$ cat src/rtl/upc_scan_controller.sv
// UPC scanner front end: synchronises switches and push-buttons, captures a code per scan press
// and holds it on the HEX decoder bus for a fixed display window.
module upc_scan_controller #(
  parameter int HOLD_CYCLES = 50_000_000,
  parameter int CNT_W       = 8
) (
  input  logic             clk,
  input  logic             reset,
  input  logic [3:0]       upc_sw,
  input  logic             scan_key,
  input  logic             clear_key,
  output logic [3:0]       bcd,
  output logic             showing,
  output logic             unknown,
  output logic [CNT_W-1:0] scan_count
);

  localparam int            TW    = $clog2(HOLD_CYCLES);
  localparam logic [TW-1:0] TLOAD = TW'(HOLD_CYCLES - 1);
  localparam logic [3:0]    BLANK = 4'hF;

  typedef enum logic {IDLE, SHOW} state_t;

  logic [3:0]       swMeta_q, swSync_q, swCap_q;
  logic             scanMeta_q, scanSync_q, scanPrev_q, scanArmed_q, scanPulse_q;
  logic             clearMeta_q, clearSync_q, clearPrev_q, clearArmed_q, clearPulse_q;
  logic [1:0]       flush_q;
  state_t           state_q;
  logic [3:0]       bcd_q;
  logic             showing_q, unknown_q;
  logic [CNT_W-1:0] count_q, count_d;
  logic [TW-1:0]    timer_q;

  logic flushDone, scanPress_d, clearPress_d, capture, blankNow, capKnown;

  function automatic logic codeKnown(input logic [3:0] code);
    case (code)
      4'd0, 4'd1, 4'd3, 4'd4, 4'd5, 4'd6: return 1'b1;
      default:                            return 1'b0;
    endcase
  endfunction

  // A key is only armed once a genuine released level has crossed the synchroniser after reset,
  // so a key held low through reset release cannot masquerade as a press.
  always_comb begin
    flushDone    = (flush_q == 2'd2);
    scanPress_d  = scanArmed_q & scanPrev_q & ~scanSync_q;
    clearPress_d = clearArmed_q & clearPrev_q & ~clearSync_q;
    capture      = scanPulse_q & ~clearPulse_q;
    blankNow     = (state_q == SHOW) &
                   (clearPulse_q | (~scanPulse_q & (timer_q == '0)));
    capKnown     = codeKnown(swCap_q);
    count_d      = (count_q == '1) ? count_q : count_q + 1'b1;
  end

  always_ff @(posedge clk) begin
    if (!reset) begin
      swMeta_q     <= '0;
      swSync_q     <= '0;
      swCap_q      <= '0;
      scanMeta_q   <= 1'b1;
      scanSync_q   <= 1'b1;
      scanPrev_q   <= 1'b1;
      scanArmed_q  <= 1'b0;
      scanPulse_q  <= 1'b0;
      clearMeta_q  <= 1'b1;
      clearSync_q  <= 1'b1;
      clearPrev_q  <= 1'b1;
      clearArmed_q <= 1'b0;
      clearPulse_q <= 1'b0;
      flush_q      <= 2'd0;
    end else begin
      swMeta_q     <= upc_sw;
      swSync_q     <= swMeta_q;
      swCap_q      <= swSync_q;
      scanMeta_q   <= scan_key;
      scanSync_q   <= scanMeta_q;
      scanPrev_q   <= scanSync_q;
      scanPulse_q  <= scanPress_d;
      clearMeta_q  <= clear_key;
      clearSync_q  <= clearMeta_q;
      clearPrev_q  <= clearSync_q;
      clearPulse_q <= clearPress_d;
      if (!flushDone) flush_q <= flush_q + 2'd1;
      if (flushDone && scanSync_q) scanArmed_q <= 1'b1;
      if (flushDone && clearSync_q) clearArmed_q <= 1'b1;
    end
  end

  // Display FSM; clear beats a coincident scan, and a rescan in SHOW restarts the window.
  always_ff @(posedge clk) begin
    if (!reset) begin
      state_q   <= IDLE;
      bcd_q     <= BLANK;
      showing_q <= 1'b0;
      unknown_q <= 1'b0;
      count_q   <= '0;
      timer_q   <= '0;
    end else if (capture) begin
      state_q   <= SHOW;
      bcd_q     <= swCap_q;
      showing_q <= 1'b1;
      unknown_q <= ~capKnown;
      timer_q   <= TLOAD;
      if (capKnown) count_q <= count_d;
    end else if (blankNow) begin
      state_q   <= IDLE;
      bcd_q     <= BLANK;
      showing_q <= 1'b0;
      unknown_q <= 1'b0;
    end else if (state_q == SHOW) begin
      timer_q <= timer_q - 1'b1;
    end
  end

  assign bcd        = bcd_q;
  assign showing    = showing_q;
  assign unknown    = unknown_q;
  assign scan_count = count_q;

endmodule

$ cat config.mk
export PLATFORM = sky130hd
export DESIGN_NAME = upc_scan_controller
export DESIGN_NICKNAME = d
export VERILOG_FILES = /design/src/rtl/upc_scan_controller.sv
export SDC_FILE = /design/constraint.sdc
export NUM_CORES = 1
export LEC_CHECK = 0
export BUFFER_PORTS_ARGS = -buffer_cell sky130_fd_sc_hd__buf_2
export CORE_MARGIN = 2
export CORE_UTILIZATION = 40
export DETAILED_ROUTE_END_ITERATION = 8
export SLEW_MARGIN = 15
export SYNTH_ARGS = -nofsm -noshare
export SYNTH_HDL_FRONTEND = slang
export SYNTH_SLANG_ARGS = --single-unit
$ cat constraint.sdc
create_clock -name clk -period 3.2 [get_ports clk]
set_input_delay 0.64 -clock clk [delete_from_list [all_inputs] [get_ports clk]]
set_output_delay 0.64 -clock clk [all_outputs]
set_load 0.1 [all_outputs]
# --- After elaboration in Yosys (flattened, before gate mapping) ---
# Cells that the tools add are included.
word_totals:
  ff_bits: 64
  inputBits: 8
  output_inout_bits: 14
  elab_cells: 67
classes:
  add_sub_neg: 3
  eq_ne: 8
  n_mux: 9
  bitwise: 16
  reduce_logical: 11
op_table:
  columns: ["cell", "count"]
  rows:
  - ["$mux W26", 3]
  - ["$logic_not A26 Y1", 1]
  - ["$sub A26 B1 Y26 const B", 1]
  - ["$eq A4 B3 Y1 const B", 3]
  - ["$add A8 B1 Y8 const B", 1]
  - ["$eq A8 B8 Y1 const B", 1]
  - ["$mux W4", 2]
  - ["$not A1 Y1", 8]
  - ["$and A1 B1 Y1", 7]
  - ["$reduce_or A6 Y1", 1]
  - ["$eq A4 B1 Y1 const B", 1]
  - ["$eq A4 B2 Y1 const B", 1]
  - ["$logic_not A4 Y1", 1]
  - ["$mux W1", 4]
  - ["$reduce_and A2 Y1", 2]
  - ["$reduce_bool A2 Y1", 2]
  - ["$reduce_and A3 Y1", 1]
  - ["$add A2 B1 Y2 const B", 1]
  - ["$eq A2 B2 Y1 const B", 1]
  - ["$logic_and A1 B1 Y1", 2]
  - ["$ne A2 B2 Y1 const B", 1]
  - ["$reduce_or A2 Y1", 1]
  - ["$or A1 B1 Y1", 1]

# --- Longest topological paths before layout ---
# Gate-level depths: netlist (run 1).
depth:
  depth_word: 6
  depth_mapped: 8

# --- Worst setup path before layout (run 1) ---
# Ideal clock, no wire load.
synth_timing:
  kind: "flip-flop to flip-flop"
  from: "register showing (netlist name)"
  to: "register timer_q[15]"
  setup_time_ns: 0.116
  arrival_ns: 2.281
  t_required_ns: 3.084
  path_slack_ns: 0.804
  path_stages_with_launch: 7
  synth_period_minus_slack_ns: 2.396
  path_cell_list: "dfxtp_1 > clkbuf_1 > inv_1 > nor4_2 > nand3_1 > a311o_1 > and3_1"
synth_lines:
  columns: ["element", "line", "rtl"]
  rows:
  - ["to (signal assigned)", "112", "timer_q <= timer_q - 1'b1;"]
  - ["to (decl)", "32", "logic [TW-1:0] timer_q;"]

# --- Worst setup path after layout (run 1) ---
layout_timing:
  from: "register timer_q[0]"
  to: "register timer_q[14]"
layout_via:
  elab_chain_cells: 6
  elab_cells_between_ends: 10
  classes_between: "add/sub: 1; eq/ne: 1; mux: 3; bitwise: 3; reduce/logical: 2"
layout_rtl:
  columns: ["element"]
  rows:
  - ["branches (longest 6 deep; another with $sub A26 B1 Y26)"]
# Several ways; the timed one is not identified. The select of a mux whose other input is x is not followed.
# A chain may end at the register's enable or synchronous reset.

==> results of run 1 <==
[sequential cells by signal, indices dropped and copies added (netlist names), 2 cells and up]
| register | cells |
|---|---|
| bcd | 4 |
| flush_q | 2 |
| scan_count | 8 |
| swCap_q | 4 |
| swMeta_q | 4 |
| swSync_q | 4 |
| timer_q | 26 |
[layout make-up]
class / instances / share of cell area
clock buffers: 9 / 0.0379
clock inverters: 7 / 0.0314
inverters: 6 / 0.00690
multi-input cells: 234 / 0.453
flip-flops and latches: 64 / 0.392
well taps: 96 / 0.0368
repair buffers: 25 / 0.0414
[power by group]
part           switching (mW)  internal, mW  total [mW]  leakage (nW)
logic                   0.182         0.118       0.300         0.662
clock network           0.352         0.446       0.798         0.110
registers              0.0337         0.839       0.873         0.520
[worst max-delay path by stage]
stage	from	depth (start not counted)	slack [ns]	to
6_report	timer_q[0]$_SDFFE_PN0P_	8	0.66	timer_q[14]$_SDFFE_PN0P_
5_1_grt	timer_q[0]$_SDFFE_PN0P_	8	0.47	timer_q[14]$_SDFFE_PN0P_
4_1_cts	timer_q[0]$_SDFFE_PN0P_	8	0.72	timer_q[14]$_SDFFE_PN0P_
3_5_place_dp	timer_q[0]$_SDFFE_PN0P_	8	0.73	timer_q[14]$_SDFFE_PN0P_
3_3_place_gp	timer_q[0]$_SDFFE_PN0P_	8	0.85	timer_q[14]$_SDFFE_PN0P_
2_1_floorplan	showing$_SDFFE_PN0P_	6	0.80	timer_q[15]$_SDFFE_PN0P_
[layout by cell type (no fill, tap or decap), types with 3 or more instances in the layout]
cell,netlist,routed
dfxtp_1,64,64
nor2_1,33,33
nand2_1,24,24
buf_2,3,21
a21oi_1,15,15
and2_1,13,13
nand3_1,12,12
or4_1,11,11
nand2b_1,11,11
nor3_1,10,10
a31oi_1,9,9
clkbuf_8,0,9
or3_1,8,8
xnor2_1,8,8
nor4_1,7,7
o21ai_1,7,7
o31ai_1,7,7
o21ai_0,6,6
inv_1,5,5
nand4_1,5,5
nor4_2,4,4
and3_1,4,4
buf_4,1,4
ha_1,3,3
[cell families after synthesis]
group | share of synthesized area
xor+xnor | 0.0308
flops | 0.450
buf+inv | 0.0303
compound gates | 0.142
fa+ha+maj | 0.0132
simple gates | 0.329
mux | 0.00396
[per-stage QoR]
stage | util | setup slack (ns) | std cells
finish | 0.478 | 0.655 | 441
global placement | 0.445 | 0.845 | 425
global route | 0.478 | 0.475 | 441
CTS | 0.478 | 0.717 | 441
floorplan | - | 0.804 | 319
detailed placement | 0.445 | 0.731 | 425
[synthesized netlist by cell type (2+ instances only)]
library cell and count:
dfxtp_1 64, nor2_1 33, nand2_1 24, a21oi_1 15, and2_1 13, nand3_1 12, clkbuf_1 11, nand2b_1 11
or4_1 11, nor3_1 10, a31oi_1 9, or3_1 8, xnor2_1 8, nor4_1 7, o21ai_1 7, o31ai_1 7
o21ai_0 6, inv_1 5, nand4_1 5, and3_1 4, nor4_2 4, buf_2 3, ha_1 3, a211o_1 2
a211oi_1 2, a31o_2 2, nor3b_1 2, nor4_4 2, or2_2 2, xor2_1 2
[routing by layer]
layer  share of wire  global-route usage  vias to the layer above
met2            0.44               0.272                       44
met3           0.039              0.0485                       11
met5               0                   0                        -
met1            0.50               0.238                     1119
met4           0.020              0.0785                        0
li1                -                   -                     1216
[worst max-delay path, stage by stage, from the launching register on]
cell and delay, ns:
dfxtp_1 0.36, inv_1 0.08, ha_1 0.26, nor3b_1 0.38
nand4_1 0.17, o31ai_1 0.64, buf_4 0.28, a21oi_1 0.05
o221a_1 0.22
==> flow_summary.toml, run 1 <==
[run_status]
status = "finished, final reports clean"

[floorplanning]
die_h_um = 88.4
core_um2 = 6830
initial_core_util = 0.417
fp-row-count = 30
die_area_um2 = 7810
die_x_um = 88.4
ios = 22

[detailed_routing]
wl_mm = 6.26
firstDrtPassIters = 5
route.detailed.drc = 0
vias_per_cell = 5.42
drt_iter0_drc = 168
wire_per_inst_um = 14.2
dr_total_vias = 2390
ant_nets = 0

[worst_hold_path]
hold-path-endpoint = "scanSync_q$_SDFF_PN1_"
whs_path_depth = 1
worstHoldStart = "scanMeta_q$_SDFF_PN1_"
hold_class = "flop to flop"

[synthesis]
synth-seq-area-share = 0.450
ys_warn_count = 0
yosys.area.top_type = "dfxtp_1"
synth_top_area_frac = 0.450
syn-num-nets = 330
synth_area_um2 = 2850
synth_edf_count = 0
yosysUniqueCellTypes = 55
async_flop_share = 0
synth_flop_cell = "dfxtp_1"
syn_inst = 319
synth_area_leaders = "dfxtp_1, nor2_1, nand2_1, or4_1, and2_1"
avgSynthCellArea_um2 = 8.92
synth-seq-cells = 64

[grt]
grt_pass1_wl_mm = 10.6
grt_usage = 0.179
antenna_found_initial = 0
grt_max_degree = 28
grt-ovfl-total = 0
grt_pass1_vias = 2217

[clock_network]
cts_hold_buf = 0
cts_setup_buffers = 0
htreeDepth = 3
ctsResizeCount = 0
ctsLongestPathBuffers = 2
clkSinkCount = 64
cts-root-buf = "clkbuf_8"
clk_latency_ns = 0.35
clk_pin_slew_ns = 0.08
numCtsBuffers = 9
cts_tree = "yes"

[timing]
tightestPinTransition_ns = 0.732
min_period_ns = 2.54
slew_violations = 0
slew_headroom = 0.508
grt_setup_unrepaired = "false"
timing.hold.ws_ns = 0.415
fin_tns_setup_ns = 0
hold_viol_final = 0
fmax_mhz = 393
fin_crit_sh = 0.795
setup_viol = 0
fin_skew_ns = 0.00811

[final_layout]
nFillCells = 710
fin_area_um2 = 3260
register_area_um2 = 1280
n_antenna_cell = 0
layout-drive-gt1-share = 0.168
multi_input_area_um2 = 1480
areaGrowthSynthToFinish_pct = 14.7
nNetsFinal = 351

[place]
numPortBuffers = 21
gp_congestion = 0.929
place_area_um2 = 3040
place_hpwl_mm = 4.27

[critical_path]
r2r-end = "timer_q[14]$_SDFFE_PN0P_"
r2r_cells = 8
path_class = "flop to flop"
critPathRequiredTime_ns = 3.44
cp.arrival_ns = 2.79
reg2reg_from = "timer_q[0]$_SDFFE_PN0P_"
crit_fanout = 8
end_kind = "flop"
rrSetupSlack_ns = 0.66
startpoint_type = "flop"

[flow_run]
max_cap_viol_count = 0

[power_and_ir_drop]
finalPower_mw = 1.97
leakagePower_nw = 1.29
p_per_area_nw_per_um2 = 604
ir_drop_v = 0.000282
Note: power is estimated with default switching activity, not from simulation.
==> inputs of run 2 (changes only) <==
- clock period: 3.2 -> 2.2 ns (I/O delays scaled with it)
==> run 2 against run 1 <==
Compared with the run above: combinational power is 71% higher; via count grew 2.1%; final area up 4.8%; sequential power is 45% higher; flip-flop and latch count is the same; clock skew is 0.0026 ns higher; clock power up 29%; clock-buffer cell count unchanged; maximum frequency grew 21%; core utilization rose by 2.3 points; worst setup slack got worse by 0.56 ns; largest cell class unchanged.
==> flow_summary.toml, run 2 (same netlist as run 1, synthesis figures left out) <==
[place]
place_hpwl_mm = 4.79
place_area_um2 = 3170
numPortBuffers = 21
gp_congestion = 0.878

[clock_network]
ctsLongestPathBuffers = 2
clk_latency_ns = 0.35
clk_pin_slew_ns = 0.08
clkSinkCount = 64
cts-root-buf = "clkbuf_8"
htreeDepth = 3
cts_tree = "yes"
numCtsBuffers = 9

[detailed_routing]
wl_mm = 6.66
vias_per_cell = 5.30
ant_nets = 0
dr_total_vias = 2440
wire_per_inst_um = 14.5
drt_iter0_drc = 148
firstDrtPassIters = 5
route.detailed.drc = 0

[timing]
hold_viol_final = 0
setup_viol = 0
slew_violations = 0
min_period_ns = 2.10
fin_skew_ns = 0.0107
tightestPinTransition_ns = 0.820
fin_tns_setup_ns = 0
fmax_mhz = 476
slew_headroom = 0.449
fin_crit_sh = 0.956
timing.hold.ws_ns = 0.272

[critical_path]
end_kind = "flop"
path_class = "flop to flop"
cp.arrival_ns = 2.38
startpoint_type = "flop"
crit_fanout = 9
critPathRequiredTime_ns = 2.48

[final_layout]
layout_commonest_cell = "dfxtp_1"
areaGrowthSynthToFinish_pct = 20.2
largest_reg_flops = 26
regMostFlops = "timer_q"
nNetsFinal = 370
n_antenna_cell = 0
fin_area_um2 = 3420
final_cell_mix = "dfxtp_1, nor2_1, nand2_1"
layout-drive-gt1-share = 0.225
final_util = 0.501

[grt]
antenna_found_initial = 0
grt_pass1_vias = 2284
grt_max_degree = 20
grt_pass1_wl_mm = 11.3
grt-ovfl-total = 0
grt_usage = 0.187

[floorplanning]
fp-row-count = 30
core_um2 = 6830
ios = 22
die_h_um = 88.4
initial_core_util = 0.417
die_area_um2 = 7810
die_x_um = 88.4

[power_and_ir_drop]
p_per_area_nw_per_um2 = 820
ir_drop_v = 0.000452
leakagePower_nw = 1.37
finalPower_mw = 2.81

[flow_run]
max_cap_viol_count = 0

[run_status]
status = "finished, final reports clean"

[worst_hold_path]
hold_class = "input port to flop"
-- run 2: critical path, stage by stage (launching register included) --
cell     delay (ns)
dfxtp_1        0.39
inv_1          0.11
ha_4           0.17
or3b_4         0.25
nor3_2         0.04
a31o_2         0.30
buf_4          0.17
or4_1          0.46
a21oi_1        0.14
-- run 2: area by class of cell --
| cell class | instances | area, µm² |
|---|---|---|
| fill | 676 | 3410 |
| multi-input combinational | 234 | 1520 |
| sequential | 64 | 1280 |
| timing repair buffer | 44 | 278 |
| clock buffer | 9 | 124 |
| tap | 96 | 120 |
| clock inverter | 7 | 78.8 |
| inverter | 6 | 22.5 |
-- run 2: power breakdown --
group | internal [mW] | switching [mW] | leakage [nW] | total [mW]
combinational | 0.216 | 0.297 | 0.755 | 0.512
sequential | 1.22 | 0.0464 | 0.520 | 1.27
clock | 0.532 | 0.495 | 0.0925 | 1.03
total | 1.97 | 0.838 | 1.37 | 2.81
-- run 2: worst paths after layout --
path | startpoint | to | slack, ns | cells after the start
setup / recovery | timer_q[1]$_SDFFE_PN0P_ | timer_q[9]$_SDFFE_PP0P_ | 0.1 | 8
setup reg to reg | timer_q[1]$_SDFFE_PN0P_ | timer_q[9]$_SDFFE_PP0P_ | 0.1 | 8
hold / removal | scan_key | scanMeta_q$_SDFF_PN1_ | 0.27 | 2
hold reg to reg | clearMeta_q$_SDFF_PN1_ | clearSync_q$_SDFF_PN1_ | 0.41 | 1
-- run 2: per-stage QoR --
stage	cells	worst slack, ns
after global placement	443	0.0739
after detailed placement	443	-0.0176
after floorplan	319	0.0705
after global routing	460	-0.00142
after CTS	459	0.0192
final	460	0.0975
-- run 2: routing by layer --
layer,GRT usage,share of wire,vias up
li1,-,-,1251
met1,0.248,0.47,1143
met2,0.297,0.48,37
met3,0.0578,0.041,9
met4,0.0551,0.014,0
met5,0,0,-
-- run 2: repair_timing --
item / 4_1_cts / 5_1_grt
hold buffers: 0 / 0
pin swaps: 0 / 5
setup endpoints to repair: 2 / 12
setup buffers: 0 / 1
gates resized for setup: 1 / 6
==> inputs of run 3 (changes only) <==
- RECOVER_POWER: not set -> 50
==> run 3 against run 2 <==
Compared with the run above: sequential share of layout area is 0.082 points higher; first-iteration DRC count is 2.7% lower; routed wire length is 0.12% higher; via count is 0.53% higher; sequential power hardly changed; final cell count stayed put; flip-flop and latch count stayed put; clock skew is 0.0013 ns higher; hold slack hardly changed; die area stayed put; critical endpoint unchanged.
==> flow_summary.toml, run 3 (same netlist as run 1, synthesis figures left out) <==
[detailed_routing]
dr_total_vias = 2453
wire_per_inst_um = 14.5
vias_per_cell = 5.33
wl_mm = 6.67
firstDrtPassIters = 4
route.detailed.drc = 0
ant_nets = 0
drt_iter0_drc = 144

[clock_network]
cts-root-buf = "clkbuf_8"
htreeDepth = 3
cts_hold_buf = 0
clkSinkCount = 64
clk_latency_ns = 0.35
ctsLongestPathBuffers = 2
cts_tree = "yes"
numCtsBuffers = 9
clk_pin_slew_ns = 0.08

[floorplanning]
die_x_um = 88.4
fp-row-count = 30
die_h_um = 88.4
initial_core_util = 0.417
die_area_um2 = 7810
ios = 22
core_um2 = 6830

[timing]
slew_violations = 0
worst_slack_ns = 0.0929
fin_tns_setup_ns = 0
min_period_ns = 2.11
fin_crit_sh = 0.958
setup_viol = 0
slew_headroom = 0.434
timing.hold.ws_ns = 0.272
fmax_mhz = 475
fin_skew_ns = 0.0121
hold_viol_final = 0
tightestPinTransition_ns = 0.849

[worst_hold_path]
whs_path_depth = 2
hold_class = "input port to flop"
hold-path-endpoint = "scanMeta_q$_SDFF_PN1_"
worstHoldStart = "scan_key"

[place]
place_area_um2 = 3170
place_hpwl_mm = 4.79
gp_congestion = 0.878
placed_cells = 443
place_ws_ns = -0.0176
numPortBuffers = 21

[final_layout]
final_util = 0.500
n_antenna_cell = 0
stdcell_count = 460
regMostFlops = "timer_q"
layout-drive-gt1-share = 0.220
final_cell_mix = "dfxtp_1, nor2_1, nand2_1"
largest_reg_flops = 26
areaGrowthSynthToFinish_pct = 20.0
nNetsFinal = 370
fin_area_um2 = 3410
layout_commonest_cell = "dfxtp_1"

[grt]
grt_max_degree = 20
grt-ovfl-total = 0
grt_pass1_wl_mm = 11.3
grt_usage = 0.187
antenna_found_initial = 0
grt_pass1_vias = 2284

[critical_path]
reg2reg_from = "timer_q[1]$_SDFFE_PN0P_"
startpoint_type = "flop"
crit_fanout = 9
r2r-end = "timer_q[9]$_SDFFE_PP0P_"
end_kind = "flop"
path_class = "flop to flop"
r2r_cells = 8
max_stage_delay_ns = 0.46
slowest_stage = "or4_1"
cp.arrival_ns = 2.39
path_cells = "inv_1 > ha_4 > or3b_4 > nor3_2 > a31o_2 > buf_4 > or4_1 > a21oi_1"
rrSetupSlack_ns = 0.09
critPathRequiredTime_ns = 2.48

[power_and_ir_drop]
ir_drop_v = 0.000452
p_per_area_nw_per_um2 = 821
finalPower_mw = 2.80
leakagePower_nw = 1.35

[run_status]
status = "finished, final reports clean"

[flow_run]
max_cap_viol_count = 0
run 3: per-layer routing:
metal,up-vias,global-route usage,share of wire
met5,-,0,0
met4,0,0.0551,0.010
met1,1151,0.248,0.46
li1,1249,-,-
met2,46,0.297,0.48
met3,7,0.0578,0.044
run 3: cell type report:
| type | instances | area, µm² |
|---|---|---|
| fillers | 676 | 3420 |
| multi-input cells | 234 | 1520 |
| flip-flops and latches | 64 | 1280 |
| repair buffers | 44 | 270 |
| clock buffers | 9 | 124 |
| well taps | 96 | 120 |
| clock inverters | 7 | 78.8 |
| inverters | 6 | 22.5 |
run 3: how the worst max path moves through the flow:
stage / startpoint / endpoint / slack, ns / cells past startpoint
floorplan: scan_count[0]$_SDFFE_PN0P_ / scan_count[4]$_SDFFE_PN0P_ / 0.07 / 6
global placement: timer_q[8]$_SDFFE_PP0P_ / timer_q[15]$_SDFFE_PN0P_ / 0.07 / 5
detailed placement: timer_q[8]$_SDFFE_PP0P_ / timer_q[15]$_SDFFE_PN0P_ / -0.02 / 5
CTS: timer_q[8]$_SDFFE_PP0P_ / timer_q[15]$_SDFFE_PN0P_ / 0.02 / 5
global route: timer_q[1]$_SDFFE_PN0P_ / timer_q[9]$_SDFFE_PP0P_ / -0.001 / 8
finish: timer_q[1]$_SDFFE_PN0P_ / timer_q[9]$_SDFFE_PP0P_ / 0.09 / 8
run 3: report_power, final:
group	total, mW	internal [mW]	switching [mW]
Combinational	0.509	0.213	0.295
Clock	1.03	0.532	0.496
Sequential	1.27	1.22	0.0465
run 3: timing repair:
item,in CTS,in global routing
gates resized for setup,1,6
setup endpoints to repair,2,12
pin swaps,0,5
buffers inserted,0,1
run 3: critical path, delay by kind of cell, from the launching register on:
kind / cells / cell delay (ns)
buf+inv: 2 / 0.29
flops: 1 / 0.39
compound gates: 2 / 0.44
simple gates: 3 / 0.75
fa+ha+maj: 1 / 0.17
